### config.mk
export PLATFORM = sky130hd
export DESIGN_NAME = h_counter
export DESIGN_NICKNAME = d
export VERILOG_FILES = /design/src/rtl/vga_timing_pkg.sv /design/src/rtl/pix_tick_div.sv /design/src/rtl/h_counter.sv
export SDC_FILE = /design/constraint.sdc
export NUM_CORES = 1
export LEC_CHECK = 0
export CORE_MARGIN = 10
export CORE_UTILIZATION = 51
export CTS_CLUSTER_DIAMETER = 150
export DETAILED_ROUTE_END_ITERATION = 16
export PLACE_DENSITY = 0.74
export SLEW_MARGIN = 20
export SYNTH_ARGS = -nofsm -noshare
export SYNTH_HDL_FRONTEND = slang
export SYNTH_HIERARCHICAL = 1
export SYNTH_SLANG_ARGS = --single-unit
### constraint.sdc
create_clock -name clk -period 2 [get_ports clk]
set_input_delay 0.4 -clock clk [delete_from_list [all_inputs] [get_ports clk]]
set_output_delay 0.4 -clock clk [all_outputs]
set_load 0.02 [all_outputs]
### src/rtl/vga_timing_pkg.sv
// Shared 640x480@60 timing constants for the horizontal/vertical counters
// and the sync decoder, plus the common counter width and column type.
package vga_timing_pkg;

  localparam int COUNT_W  = 10;
  localparam int DIV_W    = 4;

  localparam int H_ACTIVE = 640;
  localparam int H_FP     = 16;
  localparam int H_SYNC   = 96;
  localparam int H_BP     = 48;
  localparam int H_TOTAL  = H_ACTIVE + H_FP + H_SYNC + H_BP;

  localparam int V_ACTIVE = 480;
  localparam int V_FP     = 10;
  localparam int V_SYNC   = 2;
  localparam int V_BP     = 33;
  localparam int V_TOTAL  = V_ACTIVE + V_FP + V_SYNC + V_BP;

  typedef logic [COUNT_W-1:0] count_t;

endpackage

### src/rtl/pix_tick_div.sv
// Pixel-rate strobe generator: divides clk by DIV while run is high and
// emits a one-clk pix_tick on the last phase of each pixel period.
module pix_tick_div
  import vga_timing_pkg::*;
#(
  parameter int DIV = 4
) (
  input  logic clk,
  input  logic reset,
  input  logic run,
  output logic pix_tick
);

  localparam logic [DIV_W-1:0] DIV_LAST = DIV_W'(DIV - 1);

  logic [DIV_W-1:0] div_cnt;

  // Divider phase: advances only while running, wraps after the last phase
  always_ff @(posedge clk or posedge reset) begin
    if (reset) begin
      div_cnt <= '0;
    end else if (run) begin
      div_cnt <= (div_cnt == DIV_LAST) ? '0 : div_cnt + DIV_W'(1);
    end
  end

  // Strobe is a decode of the phase register, gated by run; held low during
  // reset so a DIV=1 build does not tick while the counters are cleared.
  assign pix_tick = run & ~reset & (div_cnt == DIV_LAST);

endmodule

### src/rtl/h_counter.sv
// Horizontal timing stage: counts pixel columns 0..H_TOTAL-1 at the pixel
// rate and produces hsync, h_video_on and the end-of-line enable_v pulse
// for the downstream vertical counter.
module h_counter
  import vga_timing_pkg::*;
#(
  parameter int   DIV       = 4,
  parameter int   H_ACTIVE  = vga_timing_pkg::H_ACTIVE,
  parameter int   H_FP      = vga_timing_pkg::H_FP,
  parameter int   H_SYNC    = vga_timing_pkg::H_SYNC,
  parameter int   H_BP      = vga_timing_pkg::H_BP,
  parameter logic HSYNC_POL = 1'b0
) (
  input  logic               clk,
  input  logic               reset,
  input  logic               run,
  output logic               pix_tick,
  output logic [COUNT_W-1:0] h_count,
  output logic               enable_v,
  output logic               hsync,
  output logic               h_video_on
);

  localparam int     H_TOTAL  = H_ACTIVE + H_FP + H_SYNC + H_BP;
  localparam count_t H_LAST   = count_t'(H_TOTAL - 1);
  localparam count_t HS_FIRST = count_t'(H_ACTIVE + H_FP);
  localparam count_t HS_LAST  = count_t'(H_ACTIVE + H_FP + H_SYNC - 1);
  localparam count_t VID_END  = count_t'(H_ACTIVE);

  count_t h_next;

  // Sync level for a given column; asserted level is HSYNC_POL
  function automatic logic hsync_level(input count_t col);
    return ((col >= HS_FIRST) && (col <= HS_LAST)) ? HSYNC_POL : ~HSYNC_POL;
  endfunction

  pix_tick_div #(
    .DIV      (DIV)
  ) u_div (
    .clk      (clk),
    .reset    (reset),
    .run      (run),
    .pix_tick (pix_tick)
  );

  // Column the counter moves to on the next pixel tick
  always_comb begin
    h_next = (h_count == H_LAST) ? '0 : h_count + count_t'(1);
  end

  // End of line: the same edge that wraps h_count advances the vertical
  // counter, so the two stay aligned without an extra register.
  assign enable_v = pix_tick & (h_count == H_LAST);

  // Column counter and its decodes; sync/video are decoded from h_next so
  // they change on the same edge as h_count with no lag.
  always_ff @(posedge clk or posedge reset) begin
    if (reset) begin
      h_count    <= '0;
      hsync      <= ~HSYNC_POL;
      h_video_on <= 1'b1;
    end else if (pix_tick) begin
      h_count    <= h_next;
      hsync      <= hsync_level(h_next);
      h_video_on <= (h_next < VID_END);
    end
  end

endmodule
==> impl_metrics.csv, run 1 <==
group,metric,value,unit
clocking,clkLatencyLatePin,280,ps
logic_synthesis,async_flop_share,100.0,%
clocking,postCtsSetupRepairBufs,0,
placement,gp_congestion,0.8063,
run,maxCapViolCount,0,
final_layout,syn2layout_area_growth,34.22,%
floorplanning,fp.dieH,64.08,um
timing,grt_setup_unrepaired,"no",
setup_path,start_kind,"register",
global_route,grt_pass1_wl,3829,um
global_route,grt_overflow_total,0,
drt,ant_nets,0,
floorplanning,io_pins,17,
logic_synthesis,synthCells,98,
clocking,numCtsBuffers,3,
timing,slew_headroom,68.42,%
status,status,"completed",
floorplanning,fp.coreArea,1783,sq um
floorplanning,die_area,4106,sq um
drt,first_pass_iters,4,
floorplanning,placementRows,15,
power_and_ir_drop,ir_drop,0.7987,mV
timing,tightest_slew,473.1,ps
logic_synthesis,synth_top_cell_by_area,"dfrtp_1",
setup_path,crit_type,"reg2out",
setup_path,crit_required,1600,ps
global_route,grt_pass1_vias,843,
drt,wl_per_cell,13.78,um
clocking,clockBufferDepth,2,
timing,finalSetupViolCount,0,
final_layout,drive_above_1_share,28.03,%
final_layout,layout.cells.non_filler,157,
placement,dpl.cell_count,153,
worst_hold_path,hp-class,"reg2reg",
logic_synthesis,synth-seq-area-share,40.66,%
logic_synthesis,avgSynthCellArea,10.11,sq um
logic_synthesis,yosysWarnings,6,
logic_synthesis,yosysMostFrequentCell,"dfrtp_1",
timing,finalCritPeriodShare,95.65,%
timing,period_needed,1913,ps
logic_synthesis,yosys.area.top_type_share,35.35,%
final_layout,fill_cells,142,
logic_synthesis,synth_area_leaders,"dfrtp_1, dfstp_2, xnor2_1, ha_1, nand2_1",
setup_path,worstPathArrival,1510,ps
logic_synthesis,synth_enable_flop_cells,0,
clocking,postCtsHoldBufs,0,
global_route,grt_start_max_net_pins,17,
timing,setup_tns,0,ps
floorplanning,chipWidth,64.08,um
setup_path,crit_fanout,2,
power_and_ir_drop,p_leak,0.0005719,uW
clocking,clk_pin_slew,100,ps
timing,finalHoldViolCount,0,
final_layout,register_area,402.9,sq um
drt,viasPerCell,5.146,
final_layout,n_antenna_cell,0,
setup_path,cp-end-kind,"output port",
placement,port_buffers,16,
global_route,grtUsageTotal,11.47,%
floorplanning,start_util,55.58,%
timing,report.final.slew_viol_count,0,
global_route,antenna_found_initial,0,
clocking,cts.sinks,16,
drt,num_vias,808,
logic_synthesis,synth_common_cells,"dfrtp_1, nand2_1, nor2_1, xnor2_1, inv_1",
logic_synthesis,synth_area,991.0,sq um
drt,routed_wirelength,2163,um
placement,dp_hpwl,1727,um
drt,drc,0,
logic_synthesis,ys.flop_type,"dfrtp_1",
timing,fmax,522.7,MHz
clocking,cts_tree,"built",
clocking,cts_max_level,1,
logic_synthesis,syn-num-nets,104,
clocking,root_buffer,"clkbuf_4",
logic_synthesis,ys_ff_latch,16,
final_layout,multi_input_area,551.8,sq um
final_layout,fin_nets,139,
power_and_ir_drop,powerDensity,964.3,nW/um^2
timing,clock_skew,6.022,ps
logic_synthesis,synthDistinctLibCells,40,
drt,first_iter_violations,8,
metrics by stage:
step | area (sq um) | hold slack, ps | setup WS [ps] | power [uW] | util [%]
final | 1330 | 506.5 | 86.98 | 1283 | 74.60
after global placement | 1295 | 483.6 | -294.2 | 1072 | 72.63
after floorplan | 1008 | 166.1 | 7.148 | 809.9 | -
after CTS | 1318 | 514.4 | 34.56 | 1280 | 73.89
after global routing | 1330 | 544.0 | 10.85 | 1382 | 74.60
after detailed placement | 1295 | 502.3 | -325.0 | 1101 | 72.63
registers in the layout (all words and copies together), names as in the netlist:
register / count
h_count: 10
u_div/div_cnt: 4
hsync: 1
h_video_on: 1
worst paths after layout:
check                                   endpoint  slack [ps]  startpoint  depth (start not counted)
worst max-delay path                    enable_v          90  h_count[0]                          5
worst min-delay path                       hsync         510       hsync                          2
worst max register to register        h_video_on         390  h_count[0]                          7
worst min register to register             hsync         510       hsync                          2
max in group asynchronous                  hsync        1000       reset                          3
min in group asynchronous       u_div/div_cnt[2]         520       reset                          3
what timing repair did:
item / CTS / global route
resized for setup: 6 / 2
setup endpoints to repair: 2 / 1
pin swaps: 0 / 1
power by group:
part / leakage, uW / switching [uW] / internal, uW / total [uW]
combinational: 0.000352 / 314 / 305 / 619
sequential: 0.000205 / 66.4 / 420 / 486
clock: 0.0000150 / 101 / 77.4 / 178
total: 0.000572 / 481 / 802 / 1280
cell families (layout without fill, tap and decap cells):
family	after synthesis	after routing	share of synthesized area (%)
AOI/OAI and AO/OA	15	15	10.99
xor gates and xnor gates	8	8	7.071
adders and majority gates	3	3	3.788
buffers and inverters	10	44	6.439
DFF	16	16	40.66
muxes	5	5	5.429
and+or+nand+nor	41	41	25.63
placed cells by master, fill, tap and decap left out, drive strengths merged, types with 4 or more instances in the layout:
cell type      synthesis  final
buf                    3     20
clkbuf                 2      4
clkdlybuf4s50          0     14
dfrtp                 14     14
inv                    5      5
nand2                 11     11
nand4                  4      4
nor2                   7      7
nor3                   4      4
o21ai                  5      5
xnor2                  6      6
layer usage:
| metal | wire [um] | GRT usage, % | up-vias | share of wire (%) |
|---|---|---|---|---|
| met5 | 0 | 0 | - | 0 |
| met4 | 36 | 4.918 | 0 | 1.7 |
| met3 | 181 | 4.704 | 4 | 8.4 |
| met2 | 1075 | 18.41 | 21 | 50 |
| met1 | 869 | 13.10 | 375 | 40 |
| li1 | - | - | 408 | - |
critical path, cell delays in order, from the launching register on:
cell and delay (ps):
dfrtp_1 400, ha_4 170, nand4_4 120, nor4_4 240, and2_1 170, buf_4 140
cell type report:
type	count	area share [%]
multi-input combinational	72	41.49
sequential	16	30.29
timing repair buffer	35	22.48
tap	25	2.352
clock buffer	4	1.976
inverter	5	1.411
No activity file was read; power rests on OpenSTA's default activity.
==> run 2, diff against run 1 <==
- CTS_CLUSTER_SIZE: unset -> 30
- clock period: 2 -> 1.8 ns (I/O delays scaled with it)
==> run 2 against run 1 <==
Effect of this change: the run now ends with negative setup slack left; design area is 2.8% higher; non-clock buffer count is 3 higher; setup slack worse by 130 ps; sequential share of layout area is 0.83 points lower; worst hold slack worse by 53 ps; die area stayed put; clock skew is 2.0 ps higher; combinational power is 8.9% higher; register-to-register slack worse by 220 ps; flip-flop and latch count stayed put; power is 13% higher; critical endpoint unchanged.
==> impl_metrics.csv, run 2 (synthesis gave the netlist of run 1 again) <==
group,metric,value,unit
placement,dpl.cell_count,156,
drt,routed_wirelength,2240,um
timing,tightest_slew,477.9,ps
timing,finalHoldViolCount,0,
power_and_ir_drop,p_leak,0.0006522,uW
clocking,cts_tree,"built",
setup_path,worstPathArrival,1480,ps
setup_path,timing.critical_path.cells,"nand3b_1 > nor4_4 > and2_4 > buf_6",
power_and_ir_drop,ir_drop,0.6787,mV
final_layout,regMostFlops,"h_count",
placement,gp_congestion,0.8679,
global_route,grtUsageTotal,11.42,%
timing,report.final.slew_viol_count,0,
setup_path,start_kind,"register",
run,maxCapViolCount,0,
final_layout,fill_cells,124,
drt,ant_nets,0,
floorplanning,die_area,4106,sq um
final_layout,layout_commonest_cell,"buf_4",
final_layout,layout.cells.non_filler,160,
timing,grt_setup_unrepaired,"yes",
setup_path,crit_type,"reg2out",
setup_path,crit_required,1440,ps
setup_path,rr_startpoint,"h_count[0]",
final_layout,n_antenna_cell,0,
clocking,cts.sinks,16,
floorplanning,start_util,55.58,%
clocking,clockBufferDepth,2,
clocking,root_buffer,"clkbuf_4",
global_route,grt_start_max_net_pins,17,
timing,finalCritPeriodShare,102.4,%
placement,port_buffers,16,
floorplanning,placementRows,15,
setup_path,cp-end-kind,"output port",
status,violations,"negative setup slack",
placement,post_dp_cell_area,1320,sq um
floorplanning,fp.coreArea,1783,sq um
clocking,clkLatencyLatePin,290,ps
floorplanning,io_pins,17,
timing,slew_headroom,68.10,%
drt,viasPerCell,5.094,
status,status,"finished with violations",
timing,fin_ws,-43.86,ps
timing,period_needed,1844,ps
global_route,grt_overflow_total,0,
drt,first_iter_violations,21,
final_layout,final_cell_mix,"buf_4, dfrtp_1, nand2_1",
drt,first_pass_iters,4,
setup_path,crit_slowest_cell,"dfrtp_1",
placement,dp_hpwl,1760,um
timing,fmax,542.3,MHz
setup_path,critPathMaxStageDelay,400,ps
timing,finalSetupViolCount,1,
timing,clock_skew,8.006,ps
final_layout,reg_top3,"h_count: 10 flops, u_div/div_cnt: 4 flops",
power_and_ir_drop,powerDensity,1055,nW/um^2
global_route,antenna_found_initial,0,
setup_path,crit_fanout,2,
drt,drc,0,
floorplanning,fp.dieH,64.08,um
global_route,grt_pass1_wl,3774,um
clocking,postCtsHoldBufs,0,
setup_path,startpoint,"h_count[7]",
drt,num_vias,815,
setup_path,ff2ff_path_depth,7,
worst_hold_path,hp-class,"in2async",
final_layout,fin_nets,142,
clocking,clk_pin_slew,100,ps
final_layout,syn2layout_area_growth,38.00,%
final_layout,drive_above_1_share,32.59,%
floorplanning,chipWidth,64.08,um
final_layout,largest_reg_flops,10,
clocking,cts_max_level,1,
final_layout,final_cell_area,1368,sq um
drt,wl_per_cell,14.00,um
global_route,grt_pass1_vias,846,
clocking,numCtsBuffers,3,
-- run 2: cell types whose count changed in the layout (fill, tap and decap cells not counted), moves of 2 or more --
| cell | change |
|---|---|
| clkdlybuf4s50_1 | -11 |
| dlygate4sd2_1 | +7 |
| dlymetal6s2s_1 | +3 |
| buf_4 | +2 |
| buf_6 | +2 |
| ha_2 | +2 |
-- run 2: what timing repair did --
action,4_1_cts,5_1_grt
endpoints found under the setup margin,10,7
cloned,0,0
setup buffers,1,0
pin swaps,2,0
gates resized for setup,19,7
-- run 2: path summary, 6_finish.rpt --
| check | slack [ps] | end |
|---|---|---|
| hold / removal | 450 | u_div/div_cnt[2] |
| min in group clk | 490 | h_video_on |
| max in group asynchronous | 850 | hsync |
| setup reg to reg | 170 | hsync |
| hold reg to reg | 490 | h_video_on |
| setup / recovery | -40 | enable_v |
-- run 2: through the flow --
step | utilization [%] | hold slack, ps | setup WS (ps) | setup TNS [ps] | power (uW)
after floorplan | - | 126.1 | -120.4 | -120.4 | 905.1
final | 76.70 | 453.6 | -43.86 | -43.86 | 1443
after detailed placement | 74.04 | 482.2 | -543.3 | -1929 | 1239
after global routing | 76.70 | 460.1 | -116.6 | -160.4 | 1542
after global placement | 74.04 | 480.3 | -518.0 | -1482 | 1210
after CTS | 75.86 | 460.9 | -52.60 | -52.60 | 1459
-- run 2: layout make-up --
| cell class | count | area [sq um] | share of cell area, % |
|---|---|---|---|
| Timing Repair Buffer | 38 | 325.3 | 23.79 |
| Tap cell | 25 | 31.28 | 2.287 |
| Inverter | 5 | 18.77 | 1.372 |
| Multi-Input combinational cell | 72 | 553.0 | 40.44 |
| Clock buffer | 4 | 36.28 | 2.653 |
| Sequential cell | 16 | 402.9 | 29.46 |
-- run 2: critical path: cells and delay by family, from the launching register on --
kind	cells	cell delay [ps]
AND/OR/NAND/NOR	3	690
buffers and inverters	1	110
flip-flops	1	400
-- run 2: power by group --
part | switching, uW | internal, uW
Sequential | 60.8 | 466
Combinational | 355 | 319
Clock | 119 | 123
-- run 2: routing by layer --
metal  up-vias  wire length, um  GRT usage, %
li1        411                -             -
met1       387              906         11.36
met2        12             1197         20.15
met3         5               98         4.181
met4         0               38         6.284
met5         -                0             0
==> run 3, diff against run 2 <==
- REMOVE_ABC_BUFFERS: unset -> 1
==> run 3 against run 2 <==
Effect of this change: final cell count increased by 0.63%; critical path depth unchanged; the flow still finishes with violations (negative setup slack); highest routed layer unchanged; die area unchanged; first-iteration DRC count increased by 52%; sequential share of layout area decreased by 0.21 points; critical path type unchanged; wire length increased by 3.4%; clock power decreased by 14%; flip-flop and latch count unchanged.
==> impl_metrics.csv, run 3 (synthesis gave the netlist of run 1 again) <==
group,metric,value,unit
clocking,numCtsBuffers,3,
timing,fin_ws,-74.66,ps
setup_path,crit_required,1440,ps
final_layout,drive_above_1_share,32.35,%
timing,finalSetupViolCount,1,
clocking,postCtsHoldBufs,0,
placement,port_buffers,16,
drt,drc,0,
drt,first_iter_violations,32,
global_route,grt_overflow_total,0,
setup_path,critPathMaxStageDelay,390,ps
final_layout,reg_top3,"h_count: 10 flops, u_div/div_cnt: 4 flops",
drt,routed_wirelength,2317,um
global_route,antenna_found_initial,0,
clocking,clkLatencyLatePin,290,ps
global_route,grt_start_max_net_pins,17,
timing,grt_setup_unrepaired,"yes",
clocking,cts_max_level,1,
clocking,cts.sinks,16,
global_route,grt_pass1_wl,3774,um
final_layout,final_core_util,77.26,%
final_layout,n_antenna_cell,0,
drt,ant_nets,0,
floorplanning,placementRows,15,
global_route,grtUsageTotal,11.27,%
drt,num_vias,847,
final_layout,largest_reg_flops,10,
power_and_ir_drop,ir_drop,1.116,mV
final_layout,fin_nets,143,
timing,fmax,533.4,MHz
floorplanning,fp.dieH,64.08,um
final_layout,multi_input_area,551.8,sq um
run,maxCapViolCount,0,
worst_hold_path,hp-class,"in2async",
timing,period_needed,1875,ps
status,violations,"negative setup slack",
drt,first_pass_iters,4,
timing,clock_skew,1.506,ps
power_and_ir_drop,p_leak,0.0006822,uW
timing,slew_headroom,68.59,%
clocking,root_buffer,"clkbuf_4",
timing,hold_slack,368.1,ps
timing,finalCritPeriodShare,104.1,%
status,status,"finished with violations",
setup_path,cp-end-kind,"output port",
timing,setup_tns,-74.66,ps
setup_path,crit_slowest_cell,"dfrtp_1",
drt,viasPerCell,5.261,
final_layout,regMostFlops,"h_count",
placement,gp_congestion,0.8164,
floorplanning,fp.coreArea,1783,sq um
final_layout,final_cell_mix,"buf_4, dfrtp_1, nand2_1",
clocking,cts_tree,"built",
setup_path,crit_type,"reg2out",
setup_path,r2r_setup_slack,110,ps
power_and_ir_drop,powerDensity,1046,nW/um^2
floorplanning,chipWidth,64.08,um
placement,post_dp_cell_area,1294,sq um
final_layout,final_cell_area,1378,sq um
setup_path,start_kind,"register",
final_layout,layout.cells.non_filler,161,
clocking,clockBufferDepth,2,
setup_path,timing.critical_path.cells,"nand3b_1 > nor4_4 > and2_4 > buf_6",
final_layout,syn2layout_area_growth,39.02,%
global_route,grt_pass1_vias,843,
setup_path,worstPathArrival,1510,ps
final_layout,register_area,402.9,sq um
timing,tightest_slew,470.6,ps
placement,dpl.cell_count,154,
floorplanning,start_util,55.58,%
timing,finalHoldViolCount,0,
final_layout,fill_cells,124,
floorplanning,io_pins,17,
timing,report.final.slew_viol_count,0,
setup_path,crit_fanout,2,
drt,wl_per_cell,14.39,um
floorplanning,die_area,4106,sq um
final_layout,layout_commonest_cell,"buf_4",
clocking,clk_pin_slew,100,ps
placement,dp_hpwl,1677,um
-- run 3: path summary, 6_finish.rpt --
| path | to | start | depth (start not counted) |
|---|---|---|---|
| worst max-delay path | enable_v | h_count[7] | 4 |
| worst min-delay path | u_div/div_cnt[2] | reset | 2 |
| worst max register to register | h_count[8] | u_div/div_cnt[0] | 7 |
| worst min register to register | h_video_on | h_video_on | 2 |
| max in group asynchronous | h_video_on | reset | 2 |
| min in group clk | h_video_on | h_video_on | 2 |
-- run 3: stage by stage --
stage / total power, uW / setup WS [ps]
after floorplan: 867.3 / -1303
after global placement: 1194 / -498.0
after detailed placement: 1221 / -499.7
after CTS: 1417 / -45.99
after global routing: 1516 / -124.3
final: 1441 / -74.66
-- run 3: metal layers --
layer	up-vias	track usage, %	share of wire (%)
li1	415	-	-
met2	24	19.03	49
met5	-	0	0
met3	5	4.181	7.9
met4	0	4.098	1.1
met1	403	12.64	42
-- run 3: cell type report --
cell class,count,share of cell area (%)
timing repair buffer,39,25.16
inverter,5,1.362
tap,25,2.271
multi-input combinational,72,40.05
clock buffer,4,1.907
sequential,16,29.25
-- run 3: what timing repair did --
| action | 4_1_cts | 5_1_grt |
|---|---|---|
| pin swaps | 3 | 0 |
| gates resized for setup | 17 | 13 |
| endpoints found under the setup margin | 7 | 8 |
| buffers inserted | 0 | 3 |
-- run 3: power by group --
| group | total (uW) | leakage [uW] | switching [uW] | internal (uW) |
|---|---|---|---|---|
| Combinational | 708 | 0.000463 | 370 | 337 |
| Clock | 209 | 0.0000150 | 123 | 86.4 |
| Sequential | 524 | 0.000205 | 58.1 | 466 |
| Total | 1440 | 0.000682 | 551 | 890 |
-- run 3: critical path: cells and delay by family, from the launching register on --
family	cells	cell delay, ps
buffers and inverters	1	110
DFF	1	390
and+or+nand+nor	3	720
